<file path="config.mk">
export PLATFORM = sky130hd
export DESIGN_NAME = muldiv_seq
export DESIGN_NICKNAME = d
export VERILOG_FILES = /design/src/rtl/muldiv_pkg.sv /design/src/rtl/div_restore_step.sv /design/src/rtl/muldiv_seq.sv
export SDC_FILE = /design/constraint.sdc
export NUM_CORES = 1
export LEC_CHECK = 0
export BUFFER_PORTS_ARGS = -buffer_cell sky130_fd_sc_hd__clkbuf_2
export CAP_MARGIN = 10
export CORE_UTILIZATION = 34
export CTS_CLUSTER_DIAMETER = 30
export DETAILED_ROUTE_END_ITERATION = 10
export GPL_TIMING_DRIVEN = 0
export PLACE_DENSITY = 0.48
export SYNTH_ARGS = -nofsm -noshare
export SYNTH_HDL_FRONTEND = slang
export SYNTH_SLANG_ARGS = --single-unit
</file>
<file path="constraint.sdc">
create_clock -name clk -period 9.8 [get_ports clk]
set_input_delay 1.96 -clock clk [delete_from_list [all_inputs] [get_ports clk]]
set_output_delay 1.96 -clock clk [all_outputs]
set_load 0.02 [all_outputs]
</file>
<file path="src/rtl/muldiv_pkg.sv">
// Shared definitions for the sequential multiply/divide unit.
// Holds the controller state encoding, the op codes and the iteration count.
// It also holds the start-to-done latencies that the CPU Control FSM and the
// bench rely on.
package muldiv_pkg;

    typedef enum logic [2:0] {
        ST_IDLE = 3'd0,
        ST_MULT = 3'd1,
        ST_DIV  = 3'd2,
        ST_FIX  = 3'd3,
        ST_DONE = 3'd4
    } muldiv_state_e;

    localparam logic OP_MULT = 1'b0;
    localparam logic OP_DIV  = 1'b1;

    localparam int MULDIV_ITER = 32;

    // Cycles from the accepting cycle (cycle 0) to the done pulse.
    localparam int MULT_DONE_LAT  = 33;
    localparam int DIV_DONE_LAT   = 34;
    localparam int DIVZ_DONE_LAT  = 1;

endpackage

</file>
<file path="src/rtl/div_restore_step.sv">
// One combinational step of restoring division on unsigned magnitudes.
// Ports:
//   rem_i     partial remainder before the step (always < divisor)
//   bit_i     next dividend bit shifted into the remainder
//   divisor_i divisor magnitude
//   rem_o     partial remainder after the step
//   qbit_o    quotient bit produced by this step
module div_restore_step #(
    parameter int WIDTH = 32
) (
    input  logic [WIDTH-1:0] rem_i,
    input  logic             bit_i,
    input  logic [WIDTH-1:0] divisor_i,
    output logic [WIDTH-1:0] rem_o,
    output logic             qbit_o
);

    // The shifted remainder needs one extra bit: a divisor magnitude of
    // 2^(WIDTH-1) allows a shifted remainder up to 2^WIDTH - 1.
    logic [WIDTH:0] shifted;
    logic [WIDTH:0] diff;

    assign shifted = {rem_i, bit_i};
    assign diff    = shifted - {1'b0, divisor_i};

    // A clear borrow bit means the trial subtraction fits. The result is then
    // below the divisor, so it fits in WIDTH bits.
    assign qbit_o = ~diff[WIDTH];
    assign rem_o  = diff[WIDTH] ? shifted[WIDTH-1:0] : diff[WIDTH-1:0];

endmodule

</file>
<file path="src/rtl/muldiv_seq.sv">
// Sequential signed multiply/divide unit placed ahead of the Hi/Lo registers.
// MULT uses radix-2 Booth, one step per cycle.
// DIV uses restoring division on magnitudes, followed by a sign fix-up cycle.
// Ports:
//   clk          system clock, rising edge
//   reset_i      synchronous active-high reset
//   start_i      operation request, accepted only when not busy
//   op_i         0 = MULT, 1 = DIV (sampled with start_i)
//   a_i, b_i     signed operands, latched on accept
//   busy_o       high while iterating
//   done_o       one-cycle completion pulse
//   div_zero_o   pulses with done_o when a DIV had a zero divisor
//   hi_o, lo_o   MULT: product high/low; DIV: remainder/quotient
module muldiv_seq
    import muldiv_pkg::*;
#(
    parameter int WIDTH = 32
) (
    input  logic             clk,
    input  logic             reset_i,
    input  logic             start_i,
    input  logic             op_i,
    input  logic [WIDTH-1:0] a_i,
    input  logic [WIDTH-1:0] b_i,
    output logic             busy_o,
    output logic             done_o,
    output logic             div_zero_o,
    output logic [WIDTH-1:0] hi_o,
    output logic [WIDTH-1:0] lo_o
);

    localparam int CNT_W = $clog2(WIDTH) + 1;
    localparam logic [CNT_W-1:0] CNT_LAST = CNT_W'(WIDTH - 1);

    muldiv_state_e    state_q, state_d;
    // Working accumulator. MULT: {acc_hi, acc_lo, qm1} is the Booth register.
    // DIV: acc_hi holds the remainder and acc_lo holds the dividend, which is
    // shifted out as quotient bits are shifted in.
    logic [WIDTH-1:0] acc_hi_q, acc_hi_d;
    logic [WIDTH-1:0] acc_lo_q, acc_lo_d;
    logic             qm1_q, qm1_d;
    // Multiplicand for MULT, divisor magnitude for DIV.
    logic [WIDTH-1:0] opnd_q, opnd_d;
    logic             neg_quo_q, neg_quo_d;
    logic             neg_rem_q, neg_rem_d;
    logic [CNT_W-1:0] cnt_q, cnt_d;
    logic [WIDTH-1:0] hi_q, hi_d;
    logic [WIDTH-1:0] lo_q, lo_d;
    logic             busy_q, busy_d;
    logic             done_q, done_d;
    logic             dz_q, dz_d;

    // Booth add/subtract is done one bit wider so that subtracting a
    // most-negative multiplicand cannot overflow before the shift.
    logic [WIDTH:0]   booth_hi_ext;
    logic [WIDTH:0]   booth_m_ext;
    logic [WIDTH:0]   booth_sum;
    logic [WIDTH-1:0] booth_hi_nxt;
    logic [WIDTH-1:0] booth_lo_nxt;

    logic [WIDTH-1:0] a_mag;
    logic [WIDTH-1:0] b_mag;
    logic [WIDTH-1:0] step_rem;
    logic             step_qbit;

    assign booth_hi_ext = {acc_hi_q[WIDTH-1], acc_hi_q};
    assign booth_m_ext  = {opnd_q[WIDTH-1], opnd_q};

    always_comb begin
        booth_sum = booth_hi_ext;
        case ({acc_lo_q[0], qm1_q})
            2'b01:   booth_sum = booth_hi_ext + booth_m_ext;
            2'b10:   booth_sum = booth_hi_ext - booth_m_ext;
            default: booth_sum = booth_hi_ext;
        endcase
    end

    // Arithmetic shift right of {sum, lo, qm1}. The Booth partial result
    // always fits back into WIDTH bits after the shift.
    assign booth_hi_nxt = booth_sum[WIDTH:1];
    assign booth_lo_nxt = {booth_sum[0], acc_lo_q[WIDTH-1:1]};

    // Negating the most-negative value yields the same bit pattern. Read as
    // unsigned, that is the correct magnitude.
    assign a_mag = a_i[WIDTH-1] ? -a_i : a_i;
    assign b_mag = b_i[WIDTH-1] ? -b_i : b_i;

    div_restore_step #(.WIDTH(WIDTH)) u_div_step (
        .rem_i     (acc_hi_q),
        .bit_i     (acc_lo_q[WIDTH-1]),
        .divisor_i (opnd_q),
        .rem_o     (step_rem),
        .qbit_o    (step_qbit)
    );

    always_comb begin
        state_d   = state_q;
        acc_hi_d  = acc_hi_q;
        acc_lo_d  = acc_lo_q;
        qm1_d     = qm1_q;
        opnd_d    = opnd_q;
        neg_quo_d = neg_quo_q;
        neg_rem_d = neg_rem_q;
        cnt_d     = cnt_q;
        hi_d      = hi_q;
        lo_d      = lo_q;
        busy_d    = 1'b0;
        done_d    = 1'b0;
        dz_d      = 1'b0;

        case (state_q)
            ST_IDLE, ST_DONE: begin
                state_d = ST_IDLE;
                if (start_i) begin
                    cnt_d    = '0;
                    acc_hi_d = '0;
                    qm1_d    = 1'b0;
                    if (op_i == OP_MULT) begin
                        state_d  = ST_MULT;
                        opnd_d   = a_i;
                        acc_lo_d = b_i;
                        busy_d   = 1'b1;
                    end else if (b_i == '0) begin
                        // Report straight away; hi/lo keep the last result.
                        state_d = ST_DONE;
                        done_d  = 1'b1;
                        dz_d    = 1'b1;
                    end else begin
                        state_d   = ST_DIV;
                        opnd_d    = b_mag;
                        acc_lo_d  = a_mag;
                        neg_quo_d = a_i[WIDTH-1] ^ b_i[WIDTH-1];
                        neg_rem_d = a_i[WIDTH-1];
                        busy_d    = 1'b1;
                    end
                end
            end

            ST_MULT: begin
                acc_hi_d = booth_hi_nxt;
                acc_lo_d = booth_lo_nxt;
                qm1_d    = acc_lo_q[0];
                cnt_d    = cnt_q + CNT_W'(1);
                if (cnt_q == CNT_LAST) begin
                    state_d = ST_DONE;
                    done_d  = 1'b1;
                    hi_d    = booth_hi_nxt;
                    lo_d    = booth_lo_nxt;
                end else begin
                    busy_d = 1'b1;
                end
            end

            ST_DIV: begin
                acc_hi_d = step_rem;
                acc_lo_d = {acc_lo_q[WIDTH-2:0], step_qbit};
                cnt_d    = cnt_q + CNT_W'(1);
                busy_d   = 1'b1;
                if (cnt_q == CNT_LAST) begin
                    state_d = ST_FIX;
                end
            end

            ST_FIX: begin
                // Truncating division: the quotient sign is the XOR of the
                // operand signs, and the remainder follows the dividend.
                state_d = ST_DONE;
                done_d  = 1'b1;
                lo_d    = neg_quo_q ? -acc_lo_q : acc_lo_q;
                hi_d    = neg_rem_q ? -acc_hi_q : acc_hi_q;
            end

            default: begin
                state_d = ST_IDLE;
            end
        endcase
    end

    always_ff @(posedge clk) begin
        if (reset_i) begin
            state_q   <= ST_IDLE;
            acc_hi_q  <= '0;
            acc_lo_q  <= '0;
            qm1_q     <= 1'b0;
            opnd_q    <= '0;
            neg_quo_q <= 1'b0;
            neg_rem_q <= 1'b0;
            cnt_q     <= '0;
            hi_q      <= '0;
            lo_q      <= '0;
            busy_q    <= 1'b0;
            done_q    <= 1'b0;
            dz_q      <= 1'b0;
        end else begin
            state_q   <= state_d;
            acc_hi_q  <= acc_hi_d;
            acc_lo_q  <= acc_lo_d;
            qm1_q     <= qm1_d;
            opnd_q    <= opnd_d;
            neg_quo_q <= neg_quo_d;
            neg_rem_q <= neg_rem_d;
            cnt_q     <= cnt_d;
            hi_q      <= hi_d;
            lo_q      <= lo_d;
            busy_q    <= busy_d;
            done_q    <= done_d;
            dz_q      <= dz_d;
        end
    end

    assign busy_o     = busy_q;
    assign done_o     = done_q;
    assign div_zero_o = dz_q;
    assign hi_o       = hi_q;
    assign lo_o       = lo_q;

endmodule

</file>
==> results of run 1 <==
-- placed cells by master, fill, tap and decap left out, types with 6 or more instances in the layout --
cell type and count:
a22oi_1 25, a222oi_1 19, or2_2 6, a21oi_1 174, clkbuf_16 17, a211oi_1 52, mux2_2 17, and2_1 13
xor2_1 98, ha_1 71, dfxtp_1 175, xnor2_1 110, clkbuf_1 144, or4_1 15, a311oi_1 36, a221oi_1 23
nand3b_1 6, inv_1 63, o21ai_0 158, or3_1 16, nand4_1 10, and3_1 15, o41ai_1 17, o31ai_1 35
o21a_1 6, nor2b_1 9, mux2i_1 11, clkbuf_2 134, nand2_1 227, a31oi_1 30, nand3_1 32, nor2_1 255
nor4_1 10, o211ai_1 17, nor3_1 24, a21o_1 28, nand2b_1 20, o22ai_1 13, a41oi_1 7
-- per-layer routing --
layer,vias up,global-route usage
met1,8061,0.425
li1,7812,-
met5,-,0
met4,2,0.102
met3,99,0.0632
met2,651,0.438
-- power groups by stage --
stage	Clock, W	Sequential [W]	Combinational [W]
3_5_place_dp	0	0.000874	0.00150
6_report	0.000729	0.000863	0.00155
5_1_grt	0.000767	0.000867	0.00167
3_3_place_gp	0	0.000873	0.00150
2_1_floorplan	0	0.000836	0.00106
4_1_cts	0.000737	0.000857	0.00151
-- path summary, 6_finish.rpt --
path	startpoint	to	cells after the start
max	acc_lo_q[0]	acc_hi_q[31]	16
min reg2reg	qm1_q	qm1_q	2
max reg2reg	acc_lo_q[0]	acc_hi_q[31]	16
min	qm1_q	qm1_q	2
-- final cells by class --
type / instances / area (um2)
clock buffer: 19 / 433
inverter: 64 / 240
tap: 585 / 732
clock inverter: 13 / 151
fill: 4639 / 26300
sequential: 175 / 3500
buffer: 151 / 579
multi-input combinational: 1676 / 10600
timing repair buffer: 133 / 668
-- cell families (layout without fill, tap and decap cells) --
family | Yosys count | after routing | synth area share
xor+xnor | 208 | 208 | 0.122
mux | 29 | 29 | 0.0209
flops | 175 | 175 | 0.234
compound gates | 685 | 685 | 0.300
simple gates | 681 | 681 | 0.206
buf+inv | 215 | 380 | 0.0548
fa+ha+maj | 73 | 73 | 0.0620
-- metrics by stage --
| stage | power [W] | cells | hold WS [ns] |
|---|---|---|---|
| 6_report | 0.00314 | 2816 | 0.473 |
| 2_1_floorplan | 0.00190 | 2066 | 0.448 |
| 5_1_grt | 0.00330 | 2816 | 0.496 |
| 4_1_cts | 0.00310 | 2816 | 0.474 |
| 3_5_place_dp | 0.00237 | 2784 | 0.464 |
| 3_3_place_gp | 0.00237 | 2783 | 0.457 |
-- flip-flops by register name, summed over array words and instances (netlist names), 3 cells and up --
signal / flops
opnd_q: 32
cnt_q: 6
acc_hi_q: 32
hi_o: 32
state_q: 3
acc_lo_q: 32
lo_o: 32
-- worst max-delay path, cell delays in order, from the launching register on --
cell,delay (ns)
dfxtp_1,0.59
ha_1,0.31
clkbuf_1,0.73
clkbuf_1,0.69
nor2_1,0.15
xnor2_1,0.16
ha_1,0.35
nand2b_1,0.10
a21o_1,0.21
a211oi_1,0.45
a31oi_1,0.33
o41ai_1,0.70
a21oi_1,0.21
xnor2_1,0.37
and2_1,0.22
o21ai_0,0.09
a211o_1,0.31
==> impl_results.md, run 1 <==
- F_max: 164 MHz
- Syn Nets: 2207
- Synth top area cells: dfxtp_1 23%, xnor2_1 6.4%, nor2_1 6.4%
- Setup violators final: 0
- Diode count: 0
- CP max FO: 10
- Number of global-route vias before repair: 15200
- Critical Path Sink Type: flip-flop
- DP Wirelength: 53100 um
- Internal power: 0.00171 W
- Synthesized cell area: 15000 um2
- Largest net degree at the start of global routing: 17
- Seq pwr share: 0.275
- Slew HR: 0.207
- H-tree depth: 4
- Die area: around 45000 um2
- Die Width: 212 um
- Setup slack, reg-to-reg: 3.71 ns
- Post-CTS Resized: 0
- Post-DP Area: 16400 um2
- Initial DRC count: 1823
- Top routing layer in use: met5
- Via/cell ratio: 5.90
- Post-CTS Hold Buffers: 0
- Seq/Total Area, Yosys: 0.234
- Sw Pwr: about 0.0014 W
- First-pass GRT wire length: 98400 um
- GPL Wtd Cong: ~0.95
- Logic pwr share: 0.493
- Tightest Hold Check Type: reg2reg
- Switching share of power: 0.455
- Library cells used by synthesis: 77
- Top-count cell post-synth: nor2_1
- Ys Warns: 0
- Clock share of power: 0.232
- Antenna violations before repair: 1
- Unrepaired setup endpoints after global routing: false
- Status: finished, final reports clean
- Min cycle time layout: between 6 and 7 ns
- Critical path type: reg2reg
- Residual DRC: 0
- DRT Pass-1 Iters: 6
- Max-cap check violation count: 0
- Yosys top cell by area: dfxtp_1
- Worst-Skew Late Latency: 0.49 ns
- Hold Vio Cnt, Final: 0
- Initial Utilization: 0.346
- Root buf cell: clkbuf_16
- Syn avg cell area: 7.24 um2
- FF+latch count, synth: 175
- Final setup margin: between 3 and 4 ns
- Sum Neg Setup Slack: 0 ns
- Placement Rows: 76
- Post-CTS setup buffers: 0
- Finished Core Util: 0.392
- DRT Wirelength: 67500 um
- Routed wl met3: 4900 um
- DP Worst Slack: around 3.9 ns
- Via count: ~17000
- Synth-to-layout area growth: 13.3%
- CTS tree: built
- Global Route Usage Sum: 0.298
- Leak: ~6.5 nW
- Routed wire per std cell: 24.0 um
- Die span in y: 212 um
- Peak supply drop: 0.0905 mV
- Ports: 135
- Fin. max-slew vios: 0
- Prevailing post-synth register cell: dfxtp_1
- Metal2 WL: 28400 um
- Finished Cell Area: 17000 um2
- Power Density: 185 nW/um2
- Skew final: 0.0117 ns
- EDFF count, synth: 0
- Cells after Synth: 2066
- Clock sinks: around 180
- Commonest cells post-synth: 255 x nor2_1, 227 x nand2_1, 175 x dfxtp_1
- GRT overflow: 0
- Wl on met1: 32100 um
- Clock Pin Slew Worst Setup and Hold Paths: 0.08 ns
- CTS Buf Count: 17
- Share of the synthesized area in the top cell type: 0.234
- Fraction of layout cells with a size suffix above 1: 0.0946
- Layout Nets: 2359
- Clock buffer depth: 2
- Final Cycle Share: 0.622
- Core area: 43300 um2
- Worst EP required: between 10 and 15 ns
- IO Port Bufs: 132
- Worst Max-Slew Pin Slew: 1.19 ns
- Arrival time of the worst setup path: 6.48 ns
- Synth async-reset ratio: 0
- Routed Antenna Nets: 0
- Crit path launch type: flip-flop
Power figures use the tool's default switching activity.
==> run 2: changes to the inputs <==
- ABC_AREA: unset -> 1
- PLACE_DENSITY: 0.48 -> 0.47
- clock period: 9.8 -> 5.9 ns (I/O delays scaled with it)
==> run 2 against run 1 <==
Net effect: first-iteration DRC count fell by 2.6%; non-clock buffer count shrank 29; maximum frequency increased by 30%; clock-buffer cell count did not move; final area up 17%; total power up 130%; clock skew rose by 0.0059 ns; worst hold slack got worse by 0.0097 ns; largest power group unchanged.
==> impl_results.md, run 2 <==
- Via count: 21300 (+28%)
- Global Route Usage Sum: 0.321 (+0.0233)
- Layout Nets: 3393 (+44%)
- GRT overflow: 0 (unchanged)
- Leak: 9.54 nW (+47%)
- Ys Warns: 0 (unchanged)
- F_max: 214 MHz (+30%)
- Worst EP required: 6.26 ns (-3.92 ns)
- Worst-Skew Late Latency: 0.50 ns (about the same)
- Placed Cells: 3913 (+41%)
- Fraction of layout cells with a size suffix above 1: 0.0833 (-0.0113)
- Power Density: 366 nW/um2 (+98%)
- Finished Core Util: 0.385 (-0.00642)
- Crit path launch type: flip-flop
- First-pass GRT wire length: 127000 um (+29%)
- Arrival time of the worst setup path: 5.03 ns (-1.45 ns)
- Core area: 51400 um2 (+19%)
- XOR/XNOR Fraction of Synth Area: 0.0475 (-0.0742)
- Routed Antenna Nets: 0 (unchanged)
- Sw Pwr: 0.00398 W (+180%)
- Cells after Synth: 3102 (+50%)
- Number of global-route vias before repair: 20800 (+37%)
- Share of the synthesized area in the top cell type: 0.198 (-0.0361)
- Most frequent cells in the layout: 822 x nand2_1, 423 x inv_1, 316 x nor2_1
- Storage cell area: 3500 um2 (unchanged)
- Residual DRC: 0 (unchanged)
- Critical Path Sink Type: flip-flop
- Syn avg cell area: 5.70 um2 (-21%)
- Simple-gate share of the synthesized area: 0.355 (+0.149)
- Final Cycle Share: 0.792 (+0.170)
- Logic pwr share: 0.606 (+0.113)
- Switching share of power: 0.548 (+0.0933)
- Routed wire per std cell: 21.6 um (-10%)
- Clock share of power: 0.169 (-0.063)
- Synth async-reset ratio: 0 (unchanged)
- Ports: 135 (unchanged)
- Status: finished, final reports clean
- GPL Wtd Cong: 0.985 (+4.2%)
- Adder-cell share of the synthesized area: 0.0525 (-0.00956)
- CTS Buf Count: 17 (unchanged)
- Largest family of logic cells by synthesized area: simple AND/OR/NAND/NOR gates
- Critical path type: reg2reg
- Clock sinks: 175 (unchanged)
- Placement Rows: 83 (+9.2%)
- Initial DRC count: 1776 (-2.6%)
- Synth Area in Compound Gates: 0.225 (-0.0758)
- CTS tree: built
- Prevailing post-synth register cell: dfxtp_1
- Die span in y: 230 um (+8.6%)
- CP max FO: 10 (unchanged)
- Worst Max-Slew Pin Slew: 1.07 ns (-0.123 ns)
- Top-count cell post-synth: nand2_1
- Syn Nets: 3243 (+47%)
- Largest net degree at the start of global routing: 19 (+2)
- Unrepaired setup endpoints after global routing: false
- Peak supply drop: 0.276 mV (+200%)
- EDFF count, synth: 0 (unchanged)
- Internal power: 0.00328 W (+92%)
- Skew final: 0.0177 ns (+0.00594 ns)
- H-tree depth: 4 (unchanged)
- Seq pwr share: 0.225 (-0.050)
- Synthesized cell area: 17700 um2 (+18%)
- Max-cap check violation count: 0 (unchanged)
- Sum Neg Setup Slack: 0 ns (unchanged)
- Commonest cells post-synth: 822 x nand2_1, 423 x inv_1, 316 x nor2_1
- Clock buffer depth: 2 (unchanged)
- Setup violators final: 0 (unchanged)
- Die Width: 230 um (+8.6%)
- Min cycle time layout: 4.67 ns (-1.42 ns)
- Area of the multi-input gates: 12000 um2 (+13%)
- Slew HR: 0.286 (+0.0795)
- Hold Vio Cnt, Final: 0 (unchanged)
- DP Wirelength: 71600 um (+35%)
- Seq/Total Area, Yosys: 0.198 (-0.0361)
- Fin. max-slew vios: 0 (unchanged)
- DRT Pass-1 Iters: 6 (unchanged)
- Post-CTS Resized: 0 (unchanged)
- Mux contribution to synthesized area: 0.000566 (-0.0203)
- Cell Count, Final, Fillers Out: 3945 (+40%)
- Root buf cell: clkbuf_16
- FF+latch count, synth: 175 (unchanged)
- Synth top area cells: dfxtp_1 20%, nand2_1 17%, inv_1 9.0%
- Most common cell after layout, fill and taps aside: nand2_1
- DRT Wirelength: 85100 um (+26%)
- Die area: 53000 um2 (+18%)
- Clock Pin Slew Worst Setup and Hold Paths: 0.08 ns (about the same)
- Antenna violations before repair: 0 (-1)
- Post-CTS setup buffers: 0 (unchanged)
- IO Port Bufs: 131 (-0.76%)
- Synth-to-layout area growth: 12.0%
- Post-CTS Hold Buffers: 0 (unchanged)
- Power, Total: 0.00726 W (+130%)
- Library cells used by synthesis: 57 (-26%)
- Tightest Hold Check Type: reg2reg
- Fill cell count: 6007 (+29%)
- Diode count: 0 (unchanged)
- Via/cell ratio: 5.41 (-8.4%)
- Yosys top cell by area: dfxtp_1
- Initial Utilization: 0.344 (-0.00171)
==> run 2: cell count changes after synthesis, sizes merged, moves of 36 or more <==
cell	previous run	this run
a211oi	52	6
a21oi	174	268
a311oi	36	0
clkbuf	144	85
inv	64	430
nand2	227	840
nand3	32	222
nor2	255	323
o21ai	163	276
xnor2	110	19
==> run 2: kinds of logic after synthesis <==
| logic type | Yosys count |
|---|---|
| muxes | 1 |
| buffers and inverters | 557 |
| AOI/OAI and AO/OA | 697 |
| and+or+nand+nor | 1503 |
| adders and majority gates | 73 |
| xor gates and xnor gates | 96 |
| DFF | 175 |
==> run 2: cell type report <==
class / count / share of cell area
Sequential cell: 175 / 0.177
Clock inverter: 13 / 0.00840
Clock buffer: 19 / 0.0224
Buffer: 124 / 0.0265
Multi-Input combinational cell: 2370 / 0.608
Inverter: 433 / 0.0820
Tap cell: 680 / 0.0429
Timing Repair Buffer: 131 / 0.0331
==> run 2: metal layers <==
| layer | global-route usage | part of all wire | wire length, um |
|---|---|---|---|
| met1 | 0.396 | 0.43 | 36500 |
| met2 | 0.556 | 0.48 | 40900 |
| met3 | 0.0356 | 0.045 | 3840 |
| met4 | 0.149 | 0.045 | 3820 |
| met5 | 0 | 0 | 0 |
==> run 2: final timing paths <==
check	start	to	slack, ns	cells past startpoint
worst min-delay path	hi_o[11]	hi_o[11]	0.46	2
worst min register to register	hi_o[11]	hi_o[11]	0.46	2
worst max register to register	acc_lo_q[0]	hi_o[30]	1.23	22
worst max-delay path	acc_lo_q[0]	hi_o[30]	1.23	22
==> run 2: metrics by stage <==
stage | setup slack (ns) | hold WS [ns] | area (um2)
final | 1.23 | 0.463 | 19800
after detailed placement | 1.37 | 0.459 | 19200
after CTS | 1.35 | 0.470 | 19800
after floorplan | 2.80 | 0.457 | 17700
after global placement | 1.38 | 0.456 | 19200
after global routing | 0.885 | 0.487 | 19800
==> run 2: power groups by stage <==
| stage | clock [W] | combinational [W] | sequential, W |
|---|---|---|---|
| global placement | 0 | 0.00433 | 0.00166 |
| floorplan | 0 | 0.00304 | 0.00151 |
| CTS | 0.00124 | 0.00436 | 0.00163 |
| detailed placement | 0 | 0.00434 | 0.00166 |
| finish | 0.00123 | 0.00440 | 0.00164 |
| global route | 0.00128 | 0.00490 | 0.00165 |
==> run 2: worst max-delay path, stage by stage, from the launching register on <==
cell and delay, ns:
dfxtp_1 0.42, ha_1 0.25, clkbuf_1 0.49, clkinv_1 0.50
clkbuf_1 0.37, nand2_1 0.16, xor2_1 0.26, inv_1 0.08
ha_1 0.34, nand2_1 0.09, nand2_1 0.07, a21oi_1 0.23
nand2_1 0.15, nand2_1 0.11, nand2_1 0.13, nand2_1 0.12
nand2_1 0.05, nand2_1 0.06, nand3_1 0.08, nand2_1 0.10
nand2_1 0.09, nand2_1 0.26, a21oi_1 0.10
==> run 3: changes to the inputs <==
- PLACE_DENSITY: 0.47 -> 0.49
- clock period: 5.9 -> 3.8 ns (I/O delays scaled with it)
==> run 3 against run 2 <==
Net effect: die area is the same; largest cell class unchanged; via count grew 0.37%; first-iteration DRC count grew 0.84%; critical path type unchanged; sequential power grew 55%.
==> impl_results.md, run 3 (same netlist as run 2, synthesis figures left out) <==
- Unrepaired setup endpoints after global routing: true
- Crit path launch type: flip-flop
- Setup slack, reg-to-reg: 0.14 ns (-1.08 ns)
- Placement Rows: 83 (unchanged)
- Critical Path Sink Type: flip-flop
- CP Capture Point: hi_o[30]
- Top routing layer in use: met4
- Diode count: 0 (unchanged)
- Layout Nets: 3397 (+0.12%)
- Most common cell after layout, fill and taps aside: nand2_1
- Skew final: 0.0171 ns (-0.000543 ns)
- Die area: 53000 um2 (unchanged)
- Routed wire per std cell: 21.4 um (-0.76%)
- Storage cell area: 3510 um2 (+0.18%)
- Ports: 135 (unchanged)
- Arrival time of the worst setup path: 4.00 ns (-1.03 ns)
- Final Cycle Share: 0.962 (+0.170)
- Root buf cell: clkbuf_16
- Residual DRC: 0 (unchanged)
- Initial Utilization: 0.344 (unchanged)
- Hold Vio Cnt, Final: 0 (unchanged)
- Number of global-route vias before repair: 20500 (-1.2%)
- IO Port Bufs: 131 (unchanged)
- CP Launch Point: opnd_q[1]
- GPL Wtd Cong: 0.994 (+0.83%)
- Post-CTS Hold Buffers: 0 (unchanged)
- Fill cell count: 5853 (-2.6%)
- Core area: 51400 um2 (unchanged)
- Cell repeated most along the worst path: nand2_2
- Leak: 9.60 nW (+0.61%)
- Min cycle time layout: 3.66 ns (-1.02 ns)
- Wl on met1: 36500 um (+0.18%)
- Clock buffer depth: 2 (unchanged)
- Worst EP required: 4.15 ns (-2.11 ns)
- Max stage delay on crit path: 0.42 ns (-0.08 ns)
- DRT Pass-1 Iters: 6 (unchanged)
- Fin. max-slew vios: 0 (unchanged)
- R2r worst-path depth: 25 (+14%)
- DP Wirelength: 70800 um (-1.0%)
- Via count: 21400 (+0.37%)
- Worst r2r dst: hi_o[30]
- Initial DRC count: 1791 (+0.84%)
- Clock sinks: 175 (unchanged)
- Fraction of layout cells with a size suffix above 1: 0.113 (+0.0299)
- Tightest Hold Check Type: reg2reg
- Max-cap check violation count: 0 (unchanged)
- First-pass GRT wire length: 125000 um (-1.5%)
- Die Width: 230 um (unchanged)
- DP Worst Slack: -0.647 ns (-2.01 ns)
- Peak supply drop: 0.390 mV (+41%)
- Clock Pin Slew Worst Setup and Hold Paths: 0.07 ns (about the same)
- Antenna violations before repair: 0 (unchanged)
- Slowest cell on crit path: or3_4
- GRT overflow: 0 (unchanged)
- Most frequent cells in the layout: 806 x nand2_1, 418 x inv_1, 301 x nor2_1
- F_max: 273 MHz (+28%)
- DRT Wirelength: 84500 um (-0.66%)
- Worst Max-Slew Pin Slew: 1.09 ns (+0.0278 ns)
- Final setup margin: 0.143 ns (-1.08 ns)
- Largest net degree at the start of global routing: 21 (+2)
- H-tree depth: 4 (unchanged)
- Routed wl met3: 3990 um (+4.0%)
- Metal2 WL: 39500 um (-3.4%)
- CTS tree: built
- Via/cell ratio: 5.42 (+0.26%)
- Area of the multi-input gates: 12500 um2 (+3.8%)
- Worst r2r src: opnd_q[1]
- Finished Core Util: 0.395 (+0.00986)
- Worst-Skew Late Latency: 0.50 ns (about the same)
- Routed Antenna Nets: 0 (unchanged)
- Slew HR: 0.268 (-0.0186)
- Global Route Usage Sum: 0.316 (-0.00467)
- Setup violators final: 0 (unchanged)
- Synth-to-layout area growth: 14.8%
- Critical path type: reg2reg
- Power Density: 567 nW/um2 (+55%)
- CTS Buf Count: 17 (unchanged)
- Status: finished, final reports clean
- Die span in y: 230 um (unchanged)
- CP max FO: 4 (-6)
-- run 3: changes by cell type in the layout (fill, tap and decap cells not counted), moves of 9 or more --
cell     before  now
a21oi_1     254  238
a21oi_2      14   29
ha_1         71   58
ha_4          0    9
nand2_1     822  806
nand2_2      16   31
nor2_1      316  301
nor2_2        6   20
-- run 3: worst min path at each step --
stage | start | endpoint | slack (ns) | cells after the start
2_1_floorplan | cnt_q[1] | cnt_q[1] | 0.46 | 2
3_3_place_gp | hi_o[11] | hi_o[11] | 0.46 | 2
3_5_place_dp | hi_o[16] | hi_o[16] | 0.46 | 2
4_1_cts | hi_o[16] | hi_o[16] | 0.47 | 2
5_1_grt | hi_o[10] | hi_o[10] | 0.50 | 2
6_report | hi_o[16] | hi_o[16] | 0.47 | 2
-- run 3: per-stage QoR --
step | area (um2) | instances | TNS (ns) | total power [W] | hold WS, ns
after floorplan | 17700 | 3102 | 0 | 0.00706 | 0.457
after global placement | 19200 | 3913 | -22.84 | 0.00929 | 0.457
after detailed placement | 19200 | 3913 | -21.91 | 0.00930 | 0.459
after CTS | 19900 | 3945 | -0.0833 | 0.0112 | 0.470
after global routing | 20300 | 3949 | -0.309 | 0.0124 | 0.496
final | 20300 | 3949 | 0 | 0.0115 | 0.467
-- run 3: layer usage --
metal | global-route usage | vias up
li1 | - | 10500
met2 | 0.535 | 747
met1 | 0.393 | 10000
met3 | 0.0373 | 178
met4 | 0.163 | 0
met5 | 0 | -
-- run 3: worst max-delay path, delay by kind of cell, from the launching register on --
| kind | cells | cell delay (ns) |
|---|---|---|
| AOI/OAI and AO/OA | 5 | 0.65 |
| DFF | 1 | 0.34 |
| adders and majority gates | 2 | 0.40 |
| and+or+nand+nor | 13 | 1.60 |
| buffers and inverters | 4 | 0.30 |
| xor gates and xnor gates | 1 | 0.22 |
-- run 3: area by class of cell --
| type | instances | area share |
|---|---|---|
| Clock buffer | 17 | 0.0209 |
| Sequential cell | 175 | 0.173 |
| Buffer | 123 | 0.0258 |
| Multi-Input combinational cell | 2370 | 0.615 |
| Clock inverter | 15 | 0.00924 |
| Inverter | 433 | 0.0802 |
| Timing Repair Buffer | 136 | 0.0341 |
| Tap cell | 680 | 0.0419 |
-- run 3: what timing repair did --
item / CTS / global route
resized for setup: 21 / 95
setup endpoints to repair: 55 / 41
pin swaps: 4 / 20
setup buffers: 1 / 4
-- run 3: where the power goes --
| group | internal [W] | switching, W |
|---|---|---|
| combinational | 0.00222 | 0.00486 |
| sequential | 0.00205 | 0.000503 |
| clock | 0.000894 | 0.000983 |
| total | 0.00516 | 0.00635 |
